### src/rtl/modexp_pkg.sv
`default_nettype none
// ============================================================================
// Module      : modexp_pkg
// Description : Shared defaults and FSM state type for the modexp arbiter.
// Revision    : 1.0 - initial release
// ============================================================================
package modexp_pkg;

    localparam int c_WIDTH   = 32;
    localparam int c_NREQ    = 4;
    localparam int c_TIMEOUT = 64;

    typedef enum logic [1:0] {
        IDLE  = 2'd0,
        RUN   = 2'd1,
        RESP  = 2'd2,
        DRAIN = 2'd3
    } state_t;

endpackage : modexp_pkg
`default_nettype wire

### src/rtl/rr_picker.sv
`default_nettype none
// ============================================================================
// Module      : rr_picker
// Description : Combinational round-robin picker; one-hot grant to the first
//               requester at or after the pointer.
// Revision    : 1.0 - initial release
// ============================================================================
module rr_picker
    import modexp_pkg::*;
#(
    parameter int NREQ  = c_NREQ,
    parameter int PTR_W = (NREQ > 1) ? $clog2(NREQ) : 1
) (
    input  logic [NREQ-1:0]  i_req,
    input  logic [PTR_W-1:0] i_ptr,
    output logic [NREQ-1:0]  o_grant
);

    logic [NREQ-1:0]   w_rot;
    logic [NREQ-1:0]   w_rot_gnt;
    logic [2*NREQ-1:0] w_gnt_dbl;

    // Rotate so the pointer lands on bit 0, take the lowest set bit, rotate back.
    assign w_rot     = NREQ'({i_req, i_req} >> i_ptr);
    assign w_rot_gnt = w_rot & (-w_rot);
    assign w_gnt_dbl = {{NREQ{1'b0}}, w_rot_gnt} << i_ptr;
    assign o_grant   = w_gnt_dbl[NREQ-1:0] | w_gnt_dbl[2*NREQ-1:NREQ];

endmodule : rr_picker
`default_nettype wire

### src/rtl/modexp_arbiter.sv
`default_nettype none
// ============================================================================
// Module      : modexp_arbiter
// Description : Shares one modular-exponentiation engine among NREQ
//               requesters with round-robin arbitration and a run timeout.
// Revision    : 1.0 - initial release
// ============================================================================
module modexp_arbiter
    import modexp_pkg::*;
#(
    parameter int WIDTH   = c_WIDTH,
    parameter int NREQ    = c_NREQ,
    parameter int TIMEOUT = c_TIMEOUT
) (
    input  logic                  clk,
    input  logic                  rst,
    input  logic [NREQ-1:0]       req_valid,
    input  logic [NREQ*WIDTH-1:0] req_base,
    input  logic [NREQ*WIDTH-1:0] req_exp,
    output logic [NREQ-1:0]       req_ready,
    output logic [NREQ-1:0]       rsp_valid,
    output logic [WIDTH-1:0]      rsp_result,
    output logic                  rsp_err,
    output logic                  busy,
    output logic                  eng_start,
    output logic [WIDTH-1:0]      eng_base,
    output logic [WIDTH-1:0]      eng_exp,
    input  logic                  eng_done,
    input  logic [WIDTH-1:0]      eng_result
);

    localparam int c_PTR_W = (NREQ > 1) ? $clog2(NREQ) : 1;
    localparam int c_CNT_W = $clog2(TIMEOUT + 1);

    state_t             r_state;
    logic [c_PTR_W-1:0] r_ptr;
    logic [NREQ-1:0]    r_win;
    logic [c_CNT_W-1:0] r_cnt;

    logic [NREQ-1:0]    w_grant;
    logic [WIDTH-1:0]   w_sel_base;
    logic [WIDTH-1:0]   w_sel_exp;
    logic [c_PTR_W-1:0] w_next_ptr;
    logic [WIDTH-1:0]   w_base_arr [NREQ];
    logic [WIDTH-1:0]   w_exp_arr  [NREQ];

    rr_picker #(
        .NREQ  (NREQ),
        .PTR_W (c_PTR_W)
    ) u_rr_picker (
        .i_req   (req_valid),
        .i_ptr   (r_ptr),
        .o_grant (w_grant)
    );

    for (genvar g = 0; g < NREQ; g++) begin : g_slice
        assign w_base_arr[g] = req_base[g*WIDTH +: WIDTH];
        assign w_exp_arr[g]  = req_exp[g*WIDTH +: WIDTH];
    end

    // Grant is one-hot, so OR-ing the masked slices acts as the operand mux.
    always_comb begin
        w_sel_base = '0;
        w_sel_exp  = '0;
        w_next_ptr = '0;
        for (int i = 0; i < NREQ; i++) begin
            if (w_grant[i]) begin
                w_sel_base = w_sel_base | w_base_arr[i];
                w_sel_exp  = w_sel_exp | w_exp_arr[i];
                w_next_ptr = (i == NREQ - 1) ? '0 : c_PTR_W'(i + 1);
            end
        end
    end

    always_ff @(posedge clk) begin
        if (rst) begin
            r_state    <= IDLE;
            r_ptr      <= '0;
            r_win      <= '0;
            r_cnt      <= '0;
            req_ready  <= '0;
            rsp_valid  <= '0;
            rsp_result <= '0;
            rsp_err    <= 1'b0;
            busy       <= 1'b0;
            eng_start  <= 1'b0;
            eng_base   <= '0;
            eng_exp    <= '0;
        end else begin
            req_ready <= '0;
            rsp_valid <= '0;
            rsp_err   <= 1'b0;
            case (r_state)
                IDLE: begin
                    if (|req_valid) begin
                        r_state   <= RUN;
                        busy      <= 1'b1;
                        req_ready <= w_grant;
                        r_win     <= w_grant;
                        r_ptr     <= w_next_ptr;
                        eng_base  <= w_sel_base;
                        eng_exp   <= w_sel_exp;
                        eng_start <= 1'b1;
                        r_cnt     <= '0;
                    end
                end
                RUN: begin
                    if (eng_done) begin
                        eng_start  <= 1'b0;
                        rsp_result <= eng_result;
                        rsp_valid  <= r_win;
                        r_state    <= RESP;
                    end else if (r_cnt == c_CNT_W'(TIMEOUT - 1)) begin
                        eng_start  <= 1'b0;
                        rsp_result <= '0;
                        rsp_err    <= 1'b1;
                        rsp_valid  <= r_win;
                        r_state    <= RESP;
                    end else begin
                        r_cnt <= r_cnt + c_CNT_W'(1);
                    end
                end
                RESP: begin
                    r_state <= DRAIN;
                end
                DRAIN: begin
                    // Wait out a done level still held from the finished operation.
                    if (!eng_done) begin
                        r_state <= IDLE;
                        busy    <= 1'b0;
                    end
                end
                default: begin
                    r_state   <= IDLE;
                    busy      <= 1'b0;
                    eng_start <= 1'b0;
                end
            endcase
        end
    end

endmodule : modexp_arbiter
`default_nettype wire

### config.mk
export PLATFORM = sky130hd
export DESIGN_NAME = modexp_arbiter
export DESIGN_NICKNAME = d
export VERILOG_FILES = /design/src/rtl/modexp_pkg.sv /design/src/rtl/rr_picker.sv /design/src/rtl/modexp_arbiter.sv
export SDC_FILE = /design/constraint.sdc
export NUM_CORES = 1
export LEC_CHECK = 0
export BUFFER_PORTS_ARGS = -buffer_cell sky130_fd_sc_hd__clkbuf_2
export CORE_AREA = 2 2 157 159
export DETAILED_ROUTE_END_ITERATION = 6
export DIE_AREA = 0 0 159 161
export GPL_TIMING_DRIVEN = 1
export REMOVE_ABC_BUFFERS = 1
export SLEW_MARGIN = 5
export SYNTH_ARGS = -nofsm -noshare
export SYNTH_HDL_FRONTEND = slang
export SYNTH_SLANG_ARGS = --single-unit
### constraint.sdc
create_clock -name clk -period 4.5 [get_ports clk]
set_clock_uncertainty 0.2 [all_clocks]
set_input_delay 0.9 -clock clk [delete_from_list [all_inputs] [get_ports clk]]
set_output_delay 0.9 -clock clk [all_outputs]
set_load 0.03 [all_outputs]
==> results.py, run 1 <==
metrics = {
    "yosys": {
        "synthArstFlopShare_pct": 0,
        "yosys_register_bits": 122,
        "post_synth_instance_area_mm2": 0.00657,
        "synth_seq_area_share_pct": 37.2,
        "post_synth_main_area_contributors": "sky130_fd_sc_hd__dfxtp_1 37%, sky130_fd_sc_hd__nand3_1 10%, sky130_fd_sc_hd__o21bai_1 7.5%, sky130_fd_sc_hd__a221oi_1 7.2%, sky130_fd_sc_hd__and3_1 6.5%",
        "post_synth_inst_count": 759,
        "library_cell_occupying_the_most_area_in_the_post_synthesis_netlist": "sky130_fd_sc_hd__dfxtp_1",
        "synthesis.area_per_instance_um2": 8.66,
        "synth_cell_type_count": 51,
        "post-synth-top-area-fraction_pct": 37.2,
        "number_of_warnings_issued_by_yosys": 0,
        "synthFlopType": "sky130_fd_sc_hd__dfxtp_1",
        "synth_edf_count": 0,
    },
    "worst_setup_path": {
        "critPathRequiredTime_ps": 4640,
        "ws_path_type": "flop to flop",
        "endpoint_kind": "flop",
        "worst-path-buf-inv": 2,
        "crit_slowest_cell": "sky130_fd_sc_hd__o41a_2",
        "critical_path_depth": 6,
        "cp-start-kind": "flop",
        "max_stage_delay_ps": 990,
        "timing.critical_path.fanout_max": 44,
        "arrival_ps": 2970,
        "worstRegToRegCells": 6,
        "crit_family": "compound AO/OA/AOI/OAI gates",
        "critical_path.cell_chain": "inv_1, ha_1, o41a_2, buf_4, o21bai_1, a31oi_1",
    },
    "power": {
        "power.leakage_nw": 4.43,
        "power_density_mw_per_mm2": 668,
        "p_total_mw": 6.20,
        "maximum_vdd_drop_v": 0.000327,
    },
    "place": {
        "gpl.final_weighted_congestion": 0.886,
        "port_buffers": 401,
        "dp_cells": 1407,
        "place.detailed.hpwl_um": 20700,
    },
    "timing": {
        "worst_pin_slew_ps": 1190,
        "report.final.hold_viol_count": 0,
        "relSlewSlack_pct": 20.5,
        "final_count_of_pins_violating_max_slew": 0,
        "layout_worst_path_cycle_share_pct": 62.8,
        "post_route_setup_tns_ps": 0,
        "max_freq_mhz": 354,
        "period_needed_ps": 2820,
        "rsz0062_at_grt": "false",
        "finish_stage_setup_viols": 0,
    },
    "cts": {
        "clk_latency_ps": 420,
        "tritoncts_clock_tree": "built",
        "cts_buffer_depth": 2,
        "cts_resized": 0,
        "htreeDepth": 4,
        "number_of_buffers_created_by_cts": 17,
        "hold_fix_buffer_count_after_cts": 0,
        "post-cts-setup-buffer-count": 0,
        "tritoncts_num_sinks": 122,
        "root_buffer": "sky130_fd_sc_hd__clkbuf_16",
        "clk_pin_slew_ps": 60,
    },
    "detailed_routing": {
        "postRouteAntennaNets": 0,
        "detailroute.via_count": 7792,
        "1st_iter_drt_viols": 578,
        "post_drt_wl_per_cell_um": 20.6,
        "drc": 0,
        "drt-pass1-iter-count": 5,
        "wirelength_um": 29700,
        "route.detailed.vias_per_inst": 5.40,
    },
    "run": {
        "timing.max_cap.violations": 0,
    },
    "floorplan": {
        "std_cell_rows": 57,
        "die_w_um": 159,
        "floorplan.io_pins": 402,
        "fp.coreArea_mm2": 0.0240,
        "die_h_um": 161,
        "die_area_mm2": 0.0256,
        "initial_utilization_pct": 27.4,
    },
    "grt": {
        "grt_overflow_total": 0,
        "grt_pass1_wl_um": 44900,
        "first_global_vias": 7952,
        "gr-usage-all-layers_pct": 22.3,
        "antenna_violations_before_repair": 5,
        "grt_max_degree": 66,
    },
    "finish": {
        "fillers": 2510,
        "area_growth_pct": 41.1,
        "finalNetCount": 1403,
        "final_core_utilization_pct": 38.7,
        "fraction_of_layout_cells_with_a_size_suffix_above_1_pct": 42.3,
        "final_cells": 1443,
    },
    "min_path": {
        "hold_path.class": "flop to flop",
        "min_delay_path_depth": 2,
    },
    "outcome": {
        "status": "finished clean",
    },
}
## synthesized netlist by cell type, types with 2 or more instances
master                        n
sky130_fd_sc_hd__a2111oi_0    2
sky130_fd_sc_hd__a211oi_1     2
sky130_fd_sc_hd__a21o_1       2
sky130_fd_sc_hd__a21oi_1     14
sky130_fd_sc_hd__a221oi_1    54
sky130_fd_sc_hd__a221oi_2    10
sky130_fd_sc_hd__a22o_1      33
sky130_fd_sc_hd__a31oi_1     65
sky130_fd_sc_hd__and2_1       2
sky130_fd_sc_hd__and3_1      68
sky130_fd_sc_hd__buf_1        4
sky130_fd_sc_hd__buf_2       21
sky130_fd_sc_hd__buf_4        6
sky130_fd_sc_hd__buf_6       12
sky130_fd_sc_hd__clkbuf_1    49
sky130_fd_sc_hd__dfxtp_1    122
sky130_fd_sc_hd__ha_1         6
sky130_fd_sc_hd__inv_1        7
sky130_fd_sc_hd__mux2i_1      4
sky130_fd_sc_hd__nand2_1     18
sky130_fd_sc_hd__nand2b_1    10
sky130_fd_sc_hd__nand3_1    134
sky130_fd_sc_hd__nand4_1      2
sky130_fd_sc_hd__nor2_1       7
sky130_fd_sc_hd__nor2b_1      4
sky130_fd_sc_hd__nor3_1       5
sky130_fd_sc_hd__nor4_1       2
sky130_fd_sc_hd__o21ai_0      6
sky130_fd_sc_hd__o21bai_1    66
## registers in the layout, indices dropped and copies added (netlist names)
name / cells
busy: 1
rsp_err: 1
rsp_valid: 4
r_win: 4
eng_start: 1
eng_exp: 32
rsp_result: 32
r_state: 2
req_ready: 4
r_cnt: 7
r_ptr: 2
eng_base: 32
## kinds of logic after synthesis
kind of cell,count (synthesis),share of synthesized area (%)
multiplexers,5,0.780
AO/OA/AOI/OAI,267,31.7
buffers and inverters,101,8.07
flip-flops,122,37.2
adder cells (fa/ha/maj),6,1.14
AND/OR/NAND/NOR,258,21.1
## per-stage QoR
step	instance area (µm²)	hold WS (ps)	worst slack (ps)
floorplan	6070	220	178
global placement	8670	241	1320
detailed placement	8670	240	1230
CTS	9260	252	1620
global route	9270	290	1440
finish	9280	249	1680
## power by group
part | total (mW) | switching [mW] | leakage (nW) | internal [mW]
logic | 3.14 | 2.16 | 3.15 | 0.978
registers | 1.66 | 0.225 | 1.00 | 1.43
clock network | 1.40 | 0.575 | 0.276 | 0.827
## cells in the final DEF (no fill, tap or decap), drive strengths merged, types with 2 or more instances in the layout
cell type  instances
nor2               7
and3              68
a21oi             15
ha                 6
and2               2
nand4              2
inv               14
a21o               2
nor4               2
nand3            134
o21bai            66
diode              5
a211oi             2
a2111oi            2
buf               18
clkbuf           417
nor2b              4
mux2i              4
a221oi            64
a31oi             65
nor3               5
bufinv             2
nand2b            10
nand2             19
o21ai              7
clkinvlp           4
dfxtp            122
a22o              33
## per-layer routing
metal,share of wire [%],vias to the layer above,track usage [%]
met5,0.044,-,0
met4,3.3,2,9.63
met3,7.8,57,6.55
met2,48,389,37.4
met1,41,3699,26.7
li1,-,3645,-
## worst reg2reg max path, cell delays in order (launching register included)
cell	delay (ps)
sky130_fd_sc_hd__dfxtp_1	330
sky130_fd_sc_hd__inv_1	140
sky130_fd_sc_hd__ha_1	460
sky130_fd_sc_hd__o41a_2	990
sky130_fd_sc_hd__buf_4	400
sky130_fd_sc_hd__o21bai_1	90
sky130_fd_sc_hd__a31oi_1	150
## final cells by class
class                   instances  area (µm²)  share of cell area [%]
diodes                          5        12.5                   0.135
inverters                       7        26.3                   0.283
repair buffers                418        2150                    23.1
clock buffers                  17         425                    4.59
multi-input cells             536        3650                    39.4
flip-flops and latches        122        2440                    26.3
well taps                     324         405                    4.37
clock inverters                14         163                    1.75
## worst paths after layout
kind / startpoint / to / slack, ps
min reg2reg: r_cnt[6]$_SDFFE_PP0P_ / r_cnt[6]$_SDFFE_PP0P_ / 250
max reg2reg: r_state[1]$_SDFFE_PP0P_ / eng_exp[0]$_SDFFE_PP0P_ / 1680
min: r_cnt[6]$_SDFFE_PP0P_ / r_cnt[6]$_SDFFE_PP0P_ / 250
max: r_state[1]$_SDFFE_PP0P_ / eng_exp[0]$_SDFFE_PP0P_ / 1680
(Power assumes the default switching activity.)
==> inputs of run 2 (changes only) <==
--- a/config.mk
+++ b/config.mk
@@ -5,10 +5,11 @@
 export SDC_FILE = /design/constraint.sdc
 export NUM_CORES = 1
 export LEC_CHECK = 0
+export ABC_AREA = 1
 export BUFFER_PORTS_ARGS = -buffer_cell sky130_fd_sc_hd__clkbuf_2
-export CORE_AREA = 2 2 157 159
+export CORE_AREA = 2 2 156 158
 export DETAILED_ROUTE_END_ITERATION = 6
-export DIE_AREA = 0 0 159 161
+export DIE_AREA = 0 0 158 160
 export GPL_TIMING_DRIVEN = 1
 export REMOVE_ABC_BUFFERS = 1
 export SLEW_MARGIN = 5
==> constraint.sdc (replaced) <==
create_clock -name clk -period 2.7 [get_ports clk]
set_clock_uncertainty 0.2 [all_clocks]
set_input_delay 0.54 -clock clk [delete_from_list [all_inputs] [get_ports clk]]
set_output_delay 0.54 -clock clk [all_outputs]
set_load 0.03 [all_outputs]
==> run 2 against run 1 <==
Against the previous run:
- combinational power increased to 3.0 times the previous value
- clock power increased by 61%
- critical path type unchanged
- highest routed layer is now met4
- worst setup slack got worse by 1400 ps
- largest cell class unchanged
==> results.py, run 2 <==
metrics = {
    "outcome": {
        "status": "finished clean",
    },
    "worst_setup_path": {
        "arrival_ps": 2500,
        "critical_path.cell_chain": "inv_6, nand2_2, nand3_1, nand2_2, inv_1, nand3_1, nand3_4, buf_12, nand3_1, nand2_1, nor2_1, nor2_1",
        "crit_slowest_cell": "sky130_fd_sc_hd__dfxtp_1",
        "endpoint_kind": "flop",
        "worstRegToRegCells": 12,
        "crit_family": "simple AND/OR/NAND/NOR gates",
        "timing.rr.start": "r_ptr[0]$_SDFFE_PP0P_",
        "worst-path-buf-inv": 3,
        "ws_path_type": "flop to flop",
        "critPathRequiredTime_ps": 2810,
        "cp-start-kind": "flop",
        "max_stage_delay_ps": 530,
        "r2r_setup_slk_ps": 310,
        "timing.critical_path.fanout_max": 28,
        "critical_path.most_common_cell": "sky130_fd_sc_hd__nand3_1",
        "regToRegEndpoint": "eng_base[24]$_SDFFE_PP0P_",
    },
    "place": {
        "preCtsSetupSlack_ps": 265,
        "dp_cells": 1694,
        "port_buffers": 401,
        "gpl.final_weighted_congestion": 0.937,
        "place.detailed.hpwl_um": 21000,
        "placed_cell_area_mm2": 0.00919,
    },
    "timing": {
        "finish_stage_setup_viols": 0,
        "layout_worst_path_cycle_share_pct": 88.6,
        "post_route_setup_tns_ps": 0,
        "finalHoldWorstSlack_ps": 165,
        "fin_ws_ps": 307,
        "relSlewSlack_pct": 68.4,
        "worst_pin_slew_ps": 474,
        "report.final.hold_viol_count": 0,
        "max_freq_mhz": 418,
        "final_count_of_pins_violating_max_slew": 0,
        "rsz0062_at_grt": "false",
        "period_needed_ps": 2390,
    },
    "finish": {
        "fillers": 2612,
        "diodes": 0,
        "area_growth_pct": 40.9,
        "top_regs": "eng_base (32), eng_exp (32), rsp_result (32)",
        "final_core_utilization_pct": 41.0,
        "most-common-layout-cells": "401 x sky130_fd_sc_hd__clkbuf_2, 354 x sky130_fd_sc_hd__nand3_1, 146 x sky130_fd_sc_hd__nor2_1",
        "layout_commonest_cell": "sky130_fd_sc_hd__clkbuf_2",
        "fraction_of_layout_cells_with_a_size_suffix_above_1_pct": 35.3,
        "finalNetCount": 1690,
        "final_cells": 1726,
        "finalInstanceArea_mm2": 0.00977,
    },
    "detailed_routing": {
        "route.detailed.vias_per_inst": 5.04,
        "post_drt_wl_per_cell_um": 16.9,
        "drc": 0,
        "1st_iter_drt_viols": 654,
        "postRouteAntennaNets": 0,
        "detailroute.via_count": 8701,
        "wirelength_um": 29200,
        "drt-pass1-iter-count": 7,
    },
    "yosys": {
        "synth_seq_area_share_pct": 35.2,
        "post_synth_inst_count": 1033,
        "library_cell_occupying_the_most_area_in_the_post_synthesis_netlist": "sky130_fd_sc_hd__dfxtp_1",
        "post_synth_instance_area_mm2": 0.00693,
        "synthFlopType": "sky130_fd_sc_hd__dfxtp_1",
        "post_synth_main_area_contributors": "sky130_fd_sc_hd__dfxtp_1 35%, sky130_fd_sc_hd__nand3_1 26%, sky130_fd_sc_hd__nor2_1 7.9%, sky130_fd_sc_hd__nand2_1 7.5%, sky130_fd_sc_hd__o21ai_0 5.0%",
        "synth.cells.most_frequent": "356 x sky130_fd_sc_hd__nand3_1, 146 x sky130_fd_sc_hd__nor2_1, 139 x sky130_fd_sc_hd__nand2_1, 122 x sky130_fd_sc_hd__dfxtp_1, 69 x sky130_fd_sc_hd__o21ai_0",
        "synthesis.area_per_instance_um2": 6.71,
        "number_of_warnings_issued_by_yosys": 0,
        "yosys_register_bits": 122,
        "synth_edf_count": 0,
        "synthArstFlopShare_pct": 0,
        "synth_cell_type_count": 34,
        "post-synth-top-area-fraction_pct": 35.2,
        "dominant_cell_by_count_in_the_synthesized_netlist": "sky130_fd_sc_hd__nand3_1",
    },
    "cts": {
        "root_buffer": "sky130_fd_sc_hd__clkbuf_16",
        "number_of_buffers_created_by_cts": 17,
        "tritoncts_clock_tree": "built",
        "clk_latency_ps": 410,
        "htreeDepth": 4,
        "cts_resized": 0,
        "tritoncts_num_sinks": 122,
        "cts_buffer_depth": 2,
        "post-cts-setup-buffer-count": 0,
        "hold_fix_buffer_count_after_cts": 0,
        "clk_pin_slew_ps": 70,
    },
    "min_path": {
        "min_delay_path_depth": 3,
        "whs_endpoint": "rsp_result[7]$_SDFFE_PP0P_",
        "hold_path.class": "input port to flop",
        "min_from": "eng_result[7]",
    },
    "power": {
        "p_total_mw": 14.5,
        "power.leakage_nw": 4.79,
        "power_density_mw_per_mm2": 1480,
        "maximum_vdd_drop_v": 0.000574,
    },
    "run": {
        "timing.max_cap.violations": 0,
    },
    "floorplan": {
        "die_h_um": 160,
        "die_w_um": 158,
        "die_area_mm2": 0.0253,
        "initial_utilization_pct": 29.1,
        "std_cell_rows": 57,
        "fp.coreArea_mm2": 0.0238,
        "floorplan.io_pins": 402,
    },
    "grt": {
        "antenna_violations_before_repair": 0,
        "first_global_vias": 8370,
        "grt_max_degree": 66,
        "gr-usage-all-layers_pct": 22.7,
        "grt_overflow_total": 0,
        "grt_pass1_wl_um": 44900,
    },
}
## run 2: worst max path at each step
stage,from,endpoint,cells past startpoint
after global routing,r_ptr[0]$_SDFFE_PP0P_,eng_base[1]$_SDFFE_PP0P_,12
after CTS,r_ptr[0]$_SDFFE_PP0P_,eng_base[17]$_SDFFE_PP0P_,13
after floorplan,r_ptr[0]$_SDFFE_PP0P_,eng_base[0]$_SDFFE_PP0P_,10
after global placement,req_valid[3],eng_base[17]$_SDFFE_PP0P_,12
after detailed placement,req_valid[3],eng_base[17]$_SDFFE_PP0P_,12
final,r_ptr[0]$_SDFFE_PP0P_,eng_base[24]$_SDFFE_PP0P_,12
## run 2: layout make-up
type	count	area [µm²]	share of cell area, %
clock buffer	17	425	4.36
clock inverter	15	150	1.54
inverter	17	73.8	0.756
multi-input combinational	800	3860	39.5
sequential	122	2440	25.0
tap	324	405	4.15
timing repair buffer	431	2410	24.7
## run 2: cells by family after synthesis
logic type	share of synthesized area (%)
and+or+nand+nor	45.2
xor gates and xnor gates	0.253
AOI/OAI and AO/OA	8.77
DFF	35.2
adders and majority gates	1.08
buffers and inverters	9.42
## run 2: tightest hold or removal path, cell delays in order
cell and delay, ps:
sky130_fd_sc_hd__clkbuf_2 80, sky130_fd_sc_hd__nand3_1 70, sky130_fd_sc_hd__a21oi_1 60
## run 2: power by group
part | internal, mW | switching, mW | total [mW] | leakage [nW]
sequential | 2.47 | 0.381 | 2.85 | 1.00
clock | 1.23 | 1.03 | 2.26 | 0.275
combinational | 3.02 | 6.35 | 9.37 | 3.51
## run 2: metal layers
metal	vias up	global-route usage [%]	share of wire, %
met5	-	0	0
met4	0	9.50	3.6
met3	71	5.92	7.7
met2	379	36.5	47
met1	4004	28.6	42
li1	4247	-	-
==> inputs of run 3 (changes only) <==
--- a/config.mk
+++ b/config.mk
@@ -8,6 +8,7 @@
 export ABC_AREA = 1
 export BUFFER_PORTS_ARGS = -buffer_cell sky130_fd_sc_hd__clkbuf_2
 export CORE_AREA = 2 2 156 158
+export CTS_BUF_LIST = sky130_fd_sc_hd__clkbuf_8
 export DETAILED_ROUTE_END_ITERATION = 6
 export DIE_AREA = 0 0 158 160
 export GPL_TIMING_DRIVEN = 1
==> run 3 against run 2 <==
Against the previous run:
- register-to-register slack worse by 30 ps
- core utilization is 0.80 points lower
- clock power shrank 28%
- sequential power is essentially flat
- maximum frequency is 1.2% lower
- final area shrank 2.0%
- critical path type unchanged
- largest cell class unchanged
- largest power group unchanged
- highest routed layer unchanged
==> results.py, run 3 (same netlist as run 2, synthesis figures left out) <==
metrics = {
    "worst_setup_path": {
        "ws_path_type": "flop to flop",
        "timing.critical_path.fanout_max": 28,
        "cp-start-kind": "flop",
        "critical_path_depth": 12,
        "max_stage_delay_ps": 540,
        "critical_path.cell_chain": "inv_6, nand2_2, nand3_1, nand2_2, inv_1, nand3_1, nand3_4, buf_12, nand3_1, nand2_1, nor2_1, nor2_1",
        "critical_path.most_common_cell": "sky130_fd_sc_hd__nand3_1",
        "crit_family": "simple AND/OR/NAND/NOR gates",
        "critPathRequiredTime_ps": 2830,
        "worstRegToRegCells": 12,
        "endpoint_kind": "flop",
        "crit_slowest_cell": "sky130_fd_sc_hd__dfxtp_1",
        "arrival_ps": 2550,
        "worst-path-buf-inv": 3,
    },
    "place": {
        "dp_cells": 1694,
        "preCtsSetupSlack_ps": 265,
        "placed_cell_area_mm2": 0.00919,
        "place.detailed.hpwl_um": 21000,
        "gpl.final_weighted_congestion": 0.937,
        "port_buffers": 401,
    },
    "outcome": {
        "status": "finished clean",
    },
    "detailed_routing": {
        "detailroute.via_count": 8684,
        "drt-pass1-iter-count": 5,
        "post_drt_wl_per_cell_um": 16.9,
        "1st_iter_drt_viols": 619,
        "wirelength_um": 29100,
        "route.detailed.vias_per_inst": 5.03,
        "postRouteAntennaNets": 0,
        "drc": 0,
    },
    "grt": {
        "grt_pass1_wl_um": 44700,
        "antenna_violations_before_repair": 0,
        "gr-usage-all-layers_pct": 22.6,
        "grt_overflow_total": 0,
        "grt_max_degree": 66,
        "first_global_vias": 8372,
    },
    "cts": {
        "hold_fix_buffer_count_after_cts": 0,
        "clk_pin_slew_ps": 100,
        "root_buffer": "sky130_fd_sc_hd__clkbuf_8",
        "clk_latency_ps": 430,
        "cts_resized": 0,
        "tritoncts_clock_tree": "built",
        "htreeDepth": 4,
        "number_of_buffers_created_by_cts": 17,
        "post-cts-setup-buffer-count": 0,
        "cts_buffer_depth": 2,
        "tritoncts_num_sinks": 122,
    },
    "floorplan": {
        "fp.coreArea_mm2": 0.0238,
        "std_cell_rows": 57,
        "floorplan.io_pins": 402,
        "die_w_um": 158,
        "die_area_mm2": 0.0253,
        "initial_utilization_pct": 29.1,
        "die_h_um": 160,
    },
    "finish": {
        "most-common-layout-cells": "401 x sky130_fd_sc_hd__clkbuf_2, 354 x sky130_fd_sc_hd__nand3_1, 146 x sky130_fd_sc_hd__nor2_1",
        "fraction_of_layout_cells_with_a_size_suffix_above_1_pct": 35.3,
        "final_cells": 1726,
        "finalInstanceArea_mm2": 0.00957,
        "top_regs": "eng_base (32), eng_exp (32), rsp_result (32)",
        "sequential_cell_area_mm2": 0.00244,
        "fillers": 2629,
        "multi_input_area_mm2": 0.00386,
        "diodes": 0,
        "area_growth_pct": 38.1,
        "layout_commonest_cell": "sky130_fd_sc_hd__clkbuf_2",
        "finalNetCount": 1690,
    },
    "run": {
        "timing.max_cap.violations": 0,
    },
    "min_path": {
        "min_delay_path_depth": 3,
        "hold_path.class": "input port to flop",
    },
    "timing": {
        "worst_pin_slew_ps": 472,
        "final_count_of_pins_violating_max_slew": 0,
        "report.final.hold_viol_count": 0,
        "finish_stage_setup_viols": 0,
        "period_needed_ps": 2420,
        "relSlewSlack_pct": 68.5,
        "layout_worst_path_cycle_share_pct": 89.7,
        "rsz0062_at_grt": "false",
        "fin_ws_ps": 278,
        "max_freq_mhz": 413,
    },
    "power": {
        "power_density_mw_per_mm2": 1450,
        "maximum_vdd_drop_v": 0.000566,
        "power.leakage_nw": 4.70,
    },
}
## run 3: cell type report
type | count | share of cell area (%)
clock buffer | 17 | 2.44
clock inverter | 15 | 1.57
inverter | 17 | 0.771
multi-input combinational | 800 | 40.3
sequential | 122 | 25.5
tap | 324 | 4.23
timing repair buffer | 431 | 25.1
## run 3: path summary, 6_finish.rpt
| kind | startpoint | end | slack (ps) |
|---|---|---|---|
| worst max-delay path | r_ptr[0]$_SDFFE_PP0P_ | eng_base[24]$_SDFFE_PP0P_ | 280 |
| worst max register to register | r_ptr[0]$_SDFFE_PP0P_ | eng_base[24]$_SDFFE_PP0P_ | 280 |
| worst min-delay path | eng_result[7] | rsp_result[7]$_SDFFE_PP0P_ | 140 |
| worst min register to register | r_win[1]$_SDFFE_PP0P_ | rsp_valid[1]$_SDFF_PP0_ | 260 |
## run 3: worst register-to-register path, cell delays in order (launching register included)
cell and delay, ps:
sky130_fd_sc_hd__dfxtp_1 540, sky130_fd_sc_hd__inv_6 100, sky130_fd_sc_hd__nand2_2 80, sky130_fd_sc_hd__nand3_1 90, sky130_fd_sc_hd__nand2_2 140, sky130_fd_sc_hd__inv_1 60
sky130_fd_sc_hd__nand3_1 140, sky130_fd_sc_hd__nand3_4 270, sky130_fd_sc_hd__buf_12 270, sky130_fd_sc_hd__nand3_1 120, sky130_fd_sc_hd__nand2_1 110, sky130_fd_sc_hd__nor2_1 130
sky130_fd_sc_hd__nor2_1 50
## run 3: stage by stage
step | hold WS (ps) | utilization, % | setup TNS, ps | power (mW)
3_3_place_gp | 246 | 38.6 | 0 | 12.3
6_report | 142 | 40.2 | 0 | 13.9
4_1_cts | 101 | 40.2 | 0 | 14.0
2_1_floorplan | 234 | - | -32310 | 8.57
5_1_grt | 95.3 | 40.2 | 0 | 15.0
3_5_place_dp | 247 | 38.6 | 0 | 12.3
## run 3: routing by layer
metal | global-route usage (%) | vias to the layer above | wire length [µm]
met3 | 5.97 | 62 | 2240
met5 | 0 | - | 0
li1 | - | 4251 | -
met4 | 8.89 | 0 | 981
met2 | 36.6 | 370 | 13700
met1 | 28.4 | 4001 | 12200
## run 3: power breakdown
group	switching (mW)	internal [mW]
Sequential	0.380	2.47
Clock	0.931	0.691
Combinational	6.37	3.02
Total	7.68	6.17
